`src/rtl/alu_ops_pkg.sv`:
```
// rtl/alu_ops_pkg.sv - ALU op-code encodings, FSM states and shared constants
package alu_ops_pkg;

    // Shared with the ALU control decoder so the encodings cannot drift apart.
    localparam logic [3:0] ALU_AND     = 4'b0000;
    localparam logic [3:0] ALU_OR      = 4'b0001;
    localparam logic [3:0] ALU_NOR     = 4'b0010;
    localparam logic [3:0] ALU_ADD     = 4'b0011;
    localparam logic [3:0] ALU_SUB     = 4'b0100;
    localparam logic [3:0] ALU_SRL     = 4'b0101;
    localparam logic [3:0] ALU_SLL     = 4'b0110;
    localparam logic [3:0] ALU_MUL     = 4'b0111;
    localparam logic [3:0] ALU_DEFAULT = 4'b1001;

    localparam int ILLEGAL_OP_RESULT = 0;

    typedef enum logic [1:0] {
        ST_IDLE  = 2'd0,
        ST_SHIFT = 2'd1,
        ST_DONE  = 2'd2,
        ST_MULT  = 2'd3
    } alu_state_t;

endpackage

```
`src/rtl/alu_shift_step.sv`:
```
// rtl/alu_shift_step.sv - combinational shift by 0..SHIFT_STEP bits, zero fill
module alu_shift_step #(
    parameter int DATA_WIDTH = 32,
    parameter int AMT_WIDTH  = 1
) (
    input  logic [DATA_WIDTH-1:0] data,
    input  logic [AMT_WIDTH-1:0]  amt,
    input  logic                  left,
    output logic [DATA_WIDTH-1:0] result
);

    assign result = left ? (data << amt) : (data >> amt);

endmodule

```
`src/rtl/multicycle_alu.sv`:
```
// rtl/multicycle_alu.sv - execute-stage ALU, iterative shifts; MUL when ALU_MULT_EN is defined
module multicycle_alu
    import alu_ops_pkg::*;
#(
    parameter int DATA_WIDTH  = 32,
    parameter int SHAMT_WIDTH = 5,
    parameter int SHIFT_STEP  = 1
) (
    input  logic                   clk,
    input  logic                   reset,
    input  logic                   start,
    input  logic [3:0]             ALUOperation,
    input  logic [DATA_WIDTH-1:0]  A,
    input  logic [DATA_WIDTH-1:0]  B,
    input  logic [SHAMT_WIDTH-1:0] shamt,
    output logic                   busy,
    output logic                   done,
    output logic [DATA_WIDTH-1:0]  ALUResult,
    output logic                   Zero,
    output logic                   IllegalOp
);

    localparam int AMT_WIDTH = $clog2(SHIFT_STEP + 1);

    alu_state_t             state, state_n;
    logic [3:0]             op_q;
    logic [DATA_WIDTH-1:0]  work;
    logic [SHAMT_WIDTH-1:0] rem, rem_n;
    logic [AMT_WIDTH-1:0]   step_amt;
    logic [DATA_WIDTH-1:0]  shift_out;

    logic                   fin;
    logic                   fin_illegal;
    logic [DATA_WIDTH-1:0]  fin_result;
    logic                   load_shift;

`ifdef ALU_MULT_EN
    logic [DATA_WIDTH-1:0]  mult_acc, mult_mcand, mult_mplier, mult_sum;
    logic                   load_mult;

    assign mult_sum = mult_acc + (mult_mplier[0] ? mult_mcand : '0);
`endif

    // The final step of a shift may be shorter than SHIFT_STEP.
    assign step_amt = (rem < SHAMT_WIDTH'(SHIFT_STEP)) ? rem[AMT_WIDTH-1:0]
                                                       : AMT_WIDTH'(SHIFT_STEP);
    assign rem_n    = rem - SHAMT_WIDTH'(step_amt);

    alu_shift_step #(
        .DATA_WIDTH (DATA_WIDTH),
        .AMT_WIDTH  (AMT_WIDTH)
    ) u_shift_step (
        .data   (work),
        .amt    (step_amt),
        .left   (op_q == ALU_SLL),
        .result (shift_out)
    );

    assign busy = (state != ST_IDLE);

    always_comb begin
        state_n     = state;
        fin         = 1'b0;
        fin_illegal = 1'b0;
        fin_result  = '0;
        load_shift  = 1'b0;
`ifdef ALU_MULT_EN
        load_mult   = 1'b0;
`endif
        case (state)
            ST_IDLE: begin
                if (start) begin
                    case (ALUOperation)
                        ALU_AND: begin fin = 1'b1; fin_result = A & B;    end
                        ALU_OR:  begin fin = 1'b1; fin_result = A | B;    end
                        ALU_NOR: begin fin = 1'b1; fin_result = ~(A | B); end
                        ALU_ADD: begin fin = 1'b1; fin_result = A + B;    end
                        ALU_SUB: begin fin = 1'b1; fin_result = A + ~B + DATA_WIDTH'(1); end
                        ALU_SRL, ALU_SLL: begin
                            if (shamt == '0) begin
                                fin        = 1'b1;
                                fin_result = B;
                            end else begin
                                load_shift = 1'b1;
                                state_n    = ST_SHIFT;
                            end
                        end
`ifdef ALU_MULT_EN
                        ALU_MUL: begin
                            load_mult = 1'b1;
                            state_n   = ST_MULT;
                        end
`endif
                        default: begin
                            fin         = 1'b1;
                            fin_illegal = 1'b1;
                            fin_result  = DATA_WIDTH'(ILLEGAL_OP_RESULT);
                        end
                    endcase
                    if (fin) state_n = ST_DONE;
                end
            end
            ST_SHIFT: begin
                if (rem_n == '0) begin
                    fin        = 1'b1;
                    fin_result = shift_out;
                    state_n    = ST_DONE;
                end
            end
`ifdef ALU_MULT_EN
            // Always runs all DATA_WIDTH multiplier bits; no early exit.
            ST_MULT: begin
                if (rem == '0) begin
                    fin        = 1'b1;
                    fin_result = mult_sum;
                    state_n    = ST_DONE;
                end
            end
`endif
            ST_DONE: state_n = ST_IDLE;
            default: state_n = ST_IDLE;
        endcase
    end

    always_ff @(posedge clk) begin
        if (reset) begin
            state       <= ST_IDLE;
            done        <= 1'b0;
            ALUResult   <= '0;
            Zero        <= 1'b1;
            IllegalOp   <= 1'b0;
            op_q        <= ALU_AND;
            work        <= '0;
            rem         <= '0;
`ifdef ALU_MULT_EN
            mult_acc    <= '0;
            mult_mcand  <= '0;
            mult_mplier <= '0;
`endif
        end else begin
            state <= state_n;
            done  <= fin;
            if (fin) begin
                ALUResult <= fin_result;
                Zero      <= (fin_result == '0);
                IllegalOp <= fin_illegal;
            end
            if (state == ST_IDLE && start) op_q <= ALUOperation;
            if (load_shift) begin
                work <= B;
                rem  <= shamt;
            end else if (state == ST_SHIFT) begin
                work <= shift_out;
                rem  <= rem_n;
            end
`ifdef ALU_MULT_EN
            else if (load_mult) begin
                mult_acc    <= '0;
                mult_mcand  <= A;
                mult_mplier <= B;
                rem         <= SHAMT_WIDTH'(DATA_WIDTH - 1);
            end else if (state == ST_MULT) begin
                mult_acc    <= mult_sum;
                mult_mcand  <= mult_mcand << 1;
                mult_mplier <= mult_mplier >> 1;
                rem         <= rem - SHAMT_WIDTH'(1);
            end
`endif
        end
    end

endmodule

```
`config.mk`:
```
export PLATFORM = sky130hd
export DESIGN_NAME = multicycle_alu
export DESIGN_NICKNAME = d
export VERILOG_FILES = /design/src/rtl/alu_ops_pkg.sv /design/src/rtl/alu_shift_step.sv /design/src/rtl/multicycle_alu.sv
export SDC_FILE = /design/constraint.sdc
export NUM_CORES = 1
export LEC_CHECK = 0
export CAP_MARGIN = 20
export CORE_MARGIN = 4
export CORE_UTILIZATION = 40
export DETAILED_ROUTE_END_ITERATION = 6
export DONT_BUFFER_PORTS = 1
export PLACE_DENSITY = 0.54
export SLEW_MARGIN = 25
export SYNTH_ARGS = -nofsm -noshare
export SYNTH_HDL_FRONTEND = slang
export SYNTH_HIERARCHICAL = 1
export SYNTH_SLANG_ARGS = --single-unit
```
`constraint.sdc`:
```
create_clock -name clk -period 13.06 [get_ports clk]
set_clock_uncertainty 0.15 [all_clocks]
set_input_delay 2.612 -clock clk [delete_from_list [all_inputs] [get_ports clk]]
set_output_delay 2.612 -clock clk [all_outputs]
set_load 0.005 [all_outputs]
```
==> metrics.txt, run 1 <==
first drt pass iteration count 5; Max clock buf depth 2; VDD IR max about 0.000067 V; clock latency on the worst-skew pair ~0.35 ns; Pwr per Cell Area 83.11 nW/µm²; Comb pwr share 0.378; Crit path max-delay family simple AND/OR/NAND/NOR gates; TritonCTS clock tree done; grt total ovfl 0; Fin Setup TNS 0 ns; share of the synthesized area in the top cell type 0.1614; DIE HEIGHT 163.5 µm; Sw Share 0.4161; share of cells above drive strength 1 0.05346; Post-CTS Setup Repair Bufs 0; Crit Path Category in2reg; Post-CTS Hold Fix Bufs 0; Post-synth ARST share 0; count leader, synth a21oi_1; critical path cell sequence inv_1, ha_1, inv_1, fa_1, nor2b_1, o211ai_1, a21oi_1, o31ai_1, mux2i_1, nor2_1, nor4_1, o2111ai_1, or4b_1, nand3b_1, o41ai_2; number of I/O port buffers 0; Synth cell types 88; Reg power frac 0.313; Synth Warn # 6; slowest stage cell, crit path or4b_1; Cell Rows 56; Inst Count DP 1,631; clock transition at the registers of the reported paths 0.07 ns; Final setup viols 0; Critical Path End Type flop; Lkg Pwr 3.951 nW; initial antenna violation count 0; Place WS approximately 6.3 ns; final instance area 10,100 µm²; net switching power 349.3 µW; Final ANT Viol Nets 0; period utilization 0.4903; Crit path top cell by count inv_1; Post-Syn Nets 1,575; Area Overhead vs Synth 4.396%; EDFF count, synth 0; Slew Limit Fails 0; Least-Margin Pin Slew 1.009 ns; hpwl dp 28,760 µm; Setup crit start kind input port; Mapped Avg Cell Area 6.957 µm²; die extent in x ~160 µm; ys flop type dfxtp_1; Worst Path Arrival 6.51 ns; final std cells w/o fill about 1,600; largest net degree at the start of global routing 79; worst setup margin between 6 and 7 ns; via count 10,520; first-pass GRT wire length 59,230 µm; Final Util 0.4278; H-tree depth 3; final WL 38,980 µm; Internal Power 490.3 µW; status complete, no violations; CTS sink count a little under 80; Hold Violations, Final 0; CP peak stage delay 0.58 ns; Starting DRT DRC Count approximately 1,000; Initial Util 0.4098; vias in the first global route between 9,000 and 10,000; synth cell count leaders a21oi_1, nand2_1, nor2_1; gpl congestion 0.9920; fin nets 1,507; Hold Path Class reg2reg; Max Cap Viol 0; minimum clock period between 6 and 7 ns; global-route usage over all layers 0.2836; # fillers around 2,500; CP Max Fanout 4; unrepaired setup endpoints after global routing false; # DRC 0; Antenna Cells 0; top cells by area, synth dfxtp_1, ha_1, a21oi_1, nand2_1, nor2_1; Worst Path Buf+Inv 2; CTS buffer count 9; cts repair resizes 0; clock network power share 0.309; max_slew headroom 0.3256; Data required, critical path 13.17 ns; routed wirelength normalized by instance count 23.67 µm; synthesized instance count around 1,400; Die ar. 26,740 µm²; CTS root buf clkbuf_16; mapped cell area 9677 µm²; vias per inst 6.389; # IOs 112; Synth Register Bits slightly below 80; Peak Freq 0.1562 GHz; Core Region 23,610 µm²; sequential area share after synthesis 0.1614; placed inst area 9821 µm²; r2r setup slk between 8 and 9 ns; Yosys top cell by area dfxtp_1
## per-stage QoR
step | power [mW] | hold WS [ns]
2_1_floorplan | 0.4975 | 0.2812
3_3_place_gp | 0.5735 | 0.2898
3_5_place_dp | 0.5744 | 0.2976
4_1_cts | 0.8330 | 0.3072
5_1_grt | 0.8803 | 0.3269
6_report | 0.8396 | 0.3037
## cells in the final DEF, fill, tap and decap left out, types with 21 or more instances in the layout
cell      synthesis  layout
dfxtp_1          78      78
mux2i_1          37      37
a21o_1           21      21
a31oi_1          28      28
nand3_1          22      22
o21ai_0          47      47
a21oi_1         185     185
nor3_1           24      24
o221ai_1         34      34
a22oi_1          26      26
nor2_1          130     127
inv_1            98      98
ha_1            106     106
nand2_1         173     172
## kinds of logic after synthesis
group / count (synthesis) / synth area share
AOI/OAI and AO/OA: 505 / 0.3458
and+or+nand+nor: 451 / 0.2140
buffers and inverters: 195 / 0.08379
adders and majority gates: 108 / 0.1412
DFF: 78 / 0.1614
muxes: 38 / 0.03944
xor gates and xnor gates: 16 / 0.01448
## power groups by stage
stage / Combinational (mW) / Clock [mW] / Sequential, mW
floorplan: 0.235 / 0 / 0.263
global placement: 0.306 / 0 / 0.268
detailed placement: 0.306 / 0 / 0.268
CTS: 0.308 / 0.263 / 0.262
global route: 0.345 / 0.272 / 0.264
finish: 0.317 / 0.260 / 0.262
## layout make-up
cell class / instances / area [µm²] / share of cell area
clock buffers: 9 / 225.2 / 0.02229
clock inverters: 7 / 56.30 / 0.005573
flip-flops and latches: 78 / 1562 / 0.1546
well taps: 319 / 399.1 / 0.03951
repair buffers: 17 / 127.6 / 0.01263
inverters: 99 / 371.6 / 0.03678
multi-input cells: 1118 / 7361 / 0.7286
## final timing paths
kind | startpoint | end | cells after the start
setup reg to reg | rem[2]$_SDFFE_PP0P_ | Zero$_SDFFE_PP1P_ | 16
setup / recovery | A[0] | Zero$_SDFFE_PP1P_ | 15
hold / removal | op_q[2]$_SDFFE_PP0P_ | op_q[2]$_SDFFE_PP0P_ | 2
hold reg to reg | op_q[2]$_SDFFE_PP0P_ | op_q[2]$_SDFFE_PP0P_ | 2
## registers in the layout (all words and copies together), names as in the netlist
name,cells
rem,5
done,1
state,2
op_q,4
IllegalOp,1
ALUResult,32
Zero,1
work,32
## tightest hold or removal path: cells and delay by family (launching register included)
kind,cells,cell delay [ns]
flip-flops,1,0.31
AND/OR/NAND/NOR,1,0.05
AO/OA/AOI/OAI,1,0.05
## layer usage
layer | vias to the layer above | wire [µm] | GRT usage
met5 | - | 0 | 0
met4 | 0 | 1001 | 0.07244
met3 | 58 | 4136 | 0.07040
met2 | 532 | 16810 | 0.4385
met1 | 4997 | 17030 | 0.3951
li1 | 4935 | - | -
Power figures use the tool's default switching activity.
==> run 2: changes to the inputs <==
- PLACE_DENSITY: 0.54 -> 0.56
- clock period: 13.06 -> 5.2 ns (I/O delays scaled with it)
==> run 2 against run 1 <==
Register-to-register slack worse by 7.5 ns. Sequential share of layout area decreased by 0.27 points. Non-clock buffer count increased by 22. Worst setup slack worse by 6.2 ns. Clock power increased to 2.6 times the previous value. Sequential power grew to 2.5 times the previous value. Cell count increased by 1.3%. Via count rose by 0.44%. First-iteration DRC count increased by 24%. Core utilization is 0.76 points higher. Design area rose by 1.8%. Routed wire length fell by 0.12%. Critical endpoint unchanged. Largest power group unchanged.
==> metrics.txt, run 2 (synthesized netlist as in run 1, its figures left out) <==
status complete, no violations (unchanged); Lkg Pwr 4.058 nW (was 3.951 nW); VDD IR max 0.0001233 V (was 0.00006662 V); Data required, critical path 5.30 ns (was 13.17 ns); Antenna Cells 0 (unchanged); Sw Share 0.3941 (was 0.4161); Crit path top cell by count inv_1 (unchanged); Critical Path End Type flop (unchanged); CP peak stage delay 0.55 ns (was 0.58 ns); Least-Margin Pin Slew 1.010 ns (was 1.009 ns); fin nets 1,529 (was 1,507); Largest regs ALUResult x32, work x32, rem x5 (unchanged); Initial Util 0.4098 (unchanged); hpwl dp 29,900 µm (was 28,760 µm); Core Region 23,610 µm² (unchanged); Area Overhead vs Synth 6.258% (was 4.396%); Die ar. 26,740 µm² (unchanged); Reg power frac 0.307 (was 0.313); grt total ovfl 0 (unchanged); Max clock buf depth 2 (unchanged); Final setup viols 0 (unchanged); Comb pwr share 0.381 (was 0.378); critical path cell sequence inv_1, ha_1, inv_1, fa_1, nor2b_1, o211ai_1, a21oi_1, o31ai_1, mux2i_1, nor2_1, nor4_1, o2111ai_1, or4b_1, nand3b_1, o41ai_2 (unchanged); worst setup margin 0.4625 ns (was 6.657 ns); Post-CTS Hold Fix Bufs 0 (unchanged); Hold Path Class reg2reg (unchanged); unrepaired setup endpoints after global routing false (unchanged); Crit path max-delay family compound AO/OA/AOI/OAI gates (was simple AND/OR/NAND/NOR gates); clock latency on the worst-skew pair 0.35 ns (about the same); CTS sink count 78 (unchanged); Final ANT Viol Nets 0 (unchanged); # fillers 2,475 (was 2,507); die extent in x 163.5 µm (unchanged); # IOs 112 (unchanged); final std cells w/o fill 1,669 (was 1,647); minimum clock period 4.738 ns; initial antenna violation count 0 (unchanged); Peak Freq 0.2111 GHz; Max Cap Viol 0 (unchanged); # DRC 0 (unchanged); Cell Rows 56 (unchanged); share of cells above drive strength 1 0.06741 (was 0.05346); Pwr per Cell Area 209.2 nW/µm² (was 83.11 nW/µm²); via count 10,570 (was 10,520); largest net degree at the start of global routing 79 (unchanged); Worst Path Arrival 4.83 ns (was 6.51 ns); Inst Count DP 1,653 (was 1,631); Fin Setup TNS 0 ns (unchanged); global-route usage over all layers 0.2814 (was 0.2836); max_slew headroom 0.3257 (was 0.3256); Crit Path Category in2reg (unchanged); net switching power 847.7 µW (was 349.3 µW); Hold Violations, Final 0 (unchanged); Place WS 0.2471 ns (was 6.338 ns); WHS 0.3130 ns (was 0.3037 ns); CTS buffer count 9 (unchanged); gpl congestion 0.9757 (was 0.9920); clock transition at the registers of the reported paths 0.07 ns (about the same); most frequent cells in the layout a21oi_1, nand2_1, nor2_1 (unchanged); cts repair resizes 0 (unchanged); DIE HEIGHT 163.5 µm (unchanged); period utilization 0.9111; commonest non-fill, non-tap cell in the layout a21oi_1 (unchanged); clock network power share 0.312 (was 0.309); routed wirelength normalized by instance count 23.33 µm (was 23.67 µm); vias per inst 6.332 (was 6.389); final instance area 10,280 µm² (was 10,100 µm²); CP Max Fanout 4 (unchanged); vias in the first global route 9,733 (was 9,876); final WL 38,930 µm (was 38,980 µm); Setup crit start kind input port (unchanged); placed inst area 9981 µm² (was 9821 µm²); Worst Path Buf+Inv 2 (unchanged); Starting DRT DRC Count 1,283 (was 1,038); CTS root buf clkbuf_16 (unchanged); first-pass GRT wire length 58,640 µm (was 59,230 µm); H-tree depth 3 (unchanged); first drt pass iteration count 6 (was 5); Internal Power 1.303 mW (was 490.3 µW); Final Util 0.4355 (was 0.4278); Design Power 2.151 mW (was 839.6 µW); Slew Limit Fails 0 (unchanged); number of I/O port buffers 0 (unchanged); Post-CTS Setup Repair Bufs 0 (unchanged); slowest stage cell, crit path or4b_1 (unchanged); TritonCTS clock tree done (unchanged)
run 2: final timing paths:
path                                            from              endpoint  slack (ns)  depth (start not counted)
worst max-delay path                            A[0]     Zero$_SDFFE_PP1P_        0.46                         15
worst min-delay path            op_q[1]$_SDFFE_PP0P_  op_q[1]$_SDFFE_PP0P_        0.31                          2
worst max register to register   rem[2]$_SDFFE_PP0P_     Zero$_SDFFE_PP1P_        0.92                         14
worst min register to register  op_q[1]$_SDFFE_PP0P_  op_q[1]$_SDFFE_PP0P_        0.31                          2
run 2: final cells by class:
cell class / instances / area (µm²) / share of cell area
inverters: 99 / 371.6 / 0.03614
well taps: 319 / 399.1 / 0.03882
multi-input cells: 1118 / 7356 / 0.7154
clock inverters: 5 / 58.81 / 0.005719
clock buffers: 11 / 242.7 / 0.02361
repair buffers: 39 / 292.8 / 0.02847
flip-flops and latches: 78 / 1562 / 0.1519
run 2: power by group through the flow:
stage / clock network (mW) / registers (mW) / logic (mW)
6_report: 0.671 / 0.660 / 0.820
2_1_floorplan: 0 / 0.659 / 0.590
4_1_cts: 0.672 / 0.660 / 0.795
3_3_place_gp: 0 / 0.673 / 0.789
3_5_place_dp: 0 / 0.673 / 0.791
5_1_grt: 0.692 / 0.663 / 0.891
run 2: layer usage:
layer  GRT usage  routed length (µm)
met1      0.4026               17380
met2      0.4234               16750
met3     0.06561                3915
met4     0.07587                 888
met5           0                   0
run 2: worst reg2reg max path, cell delays in order, from the launching register on:
cell and delay (ns):
dfxtp_1 0.37, nor3_1 0.40, a21oi_1 0.18, ha_1 0.28, xnor2_1 0.16, nand3_1 0.17, buf_4 0.30, o22ai_1 0.12
a21oi_1 0.15, o221ai_1 0.25, nor4bb_1 0.44, nand4_1 0.15, or4b_1 0.57, nand3b_1 0.21, o41ai_2 0.29
==> run 3: changes to the inputs <==
- SLEW_MARGIN: 25 -> 20
==> results of run 3 <==
Same layout as run 2: the final DEF is identical, and so are final timing and power.
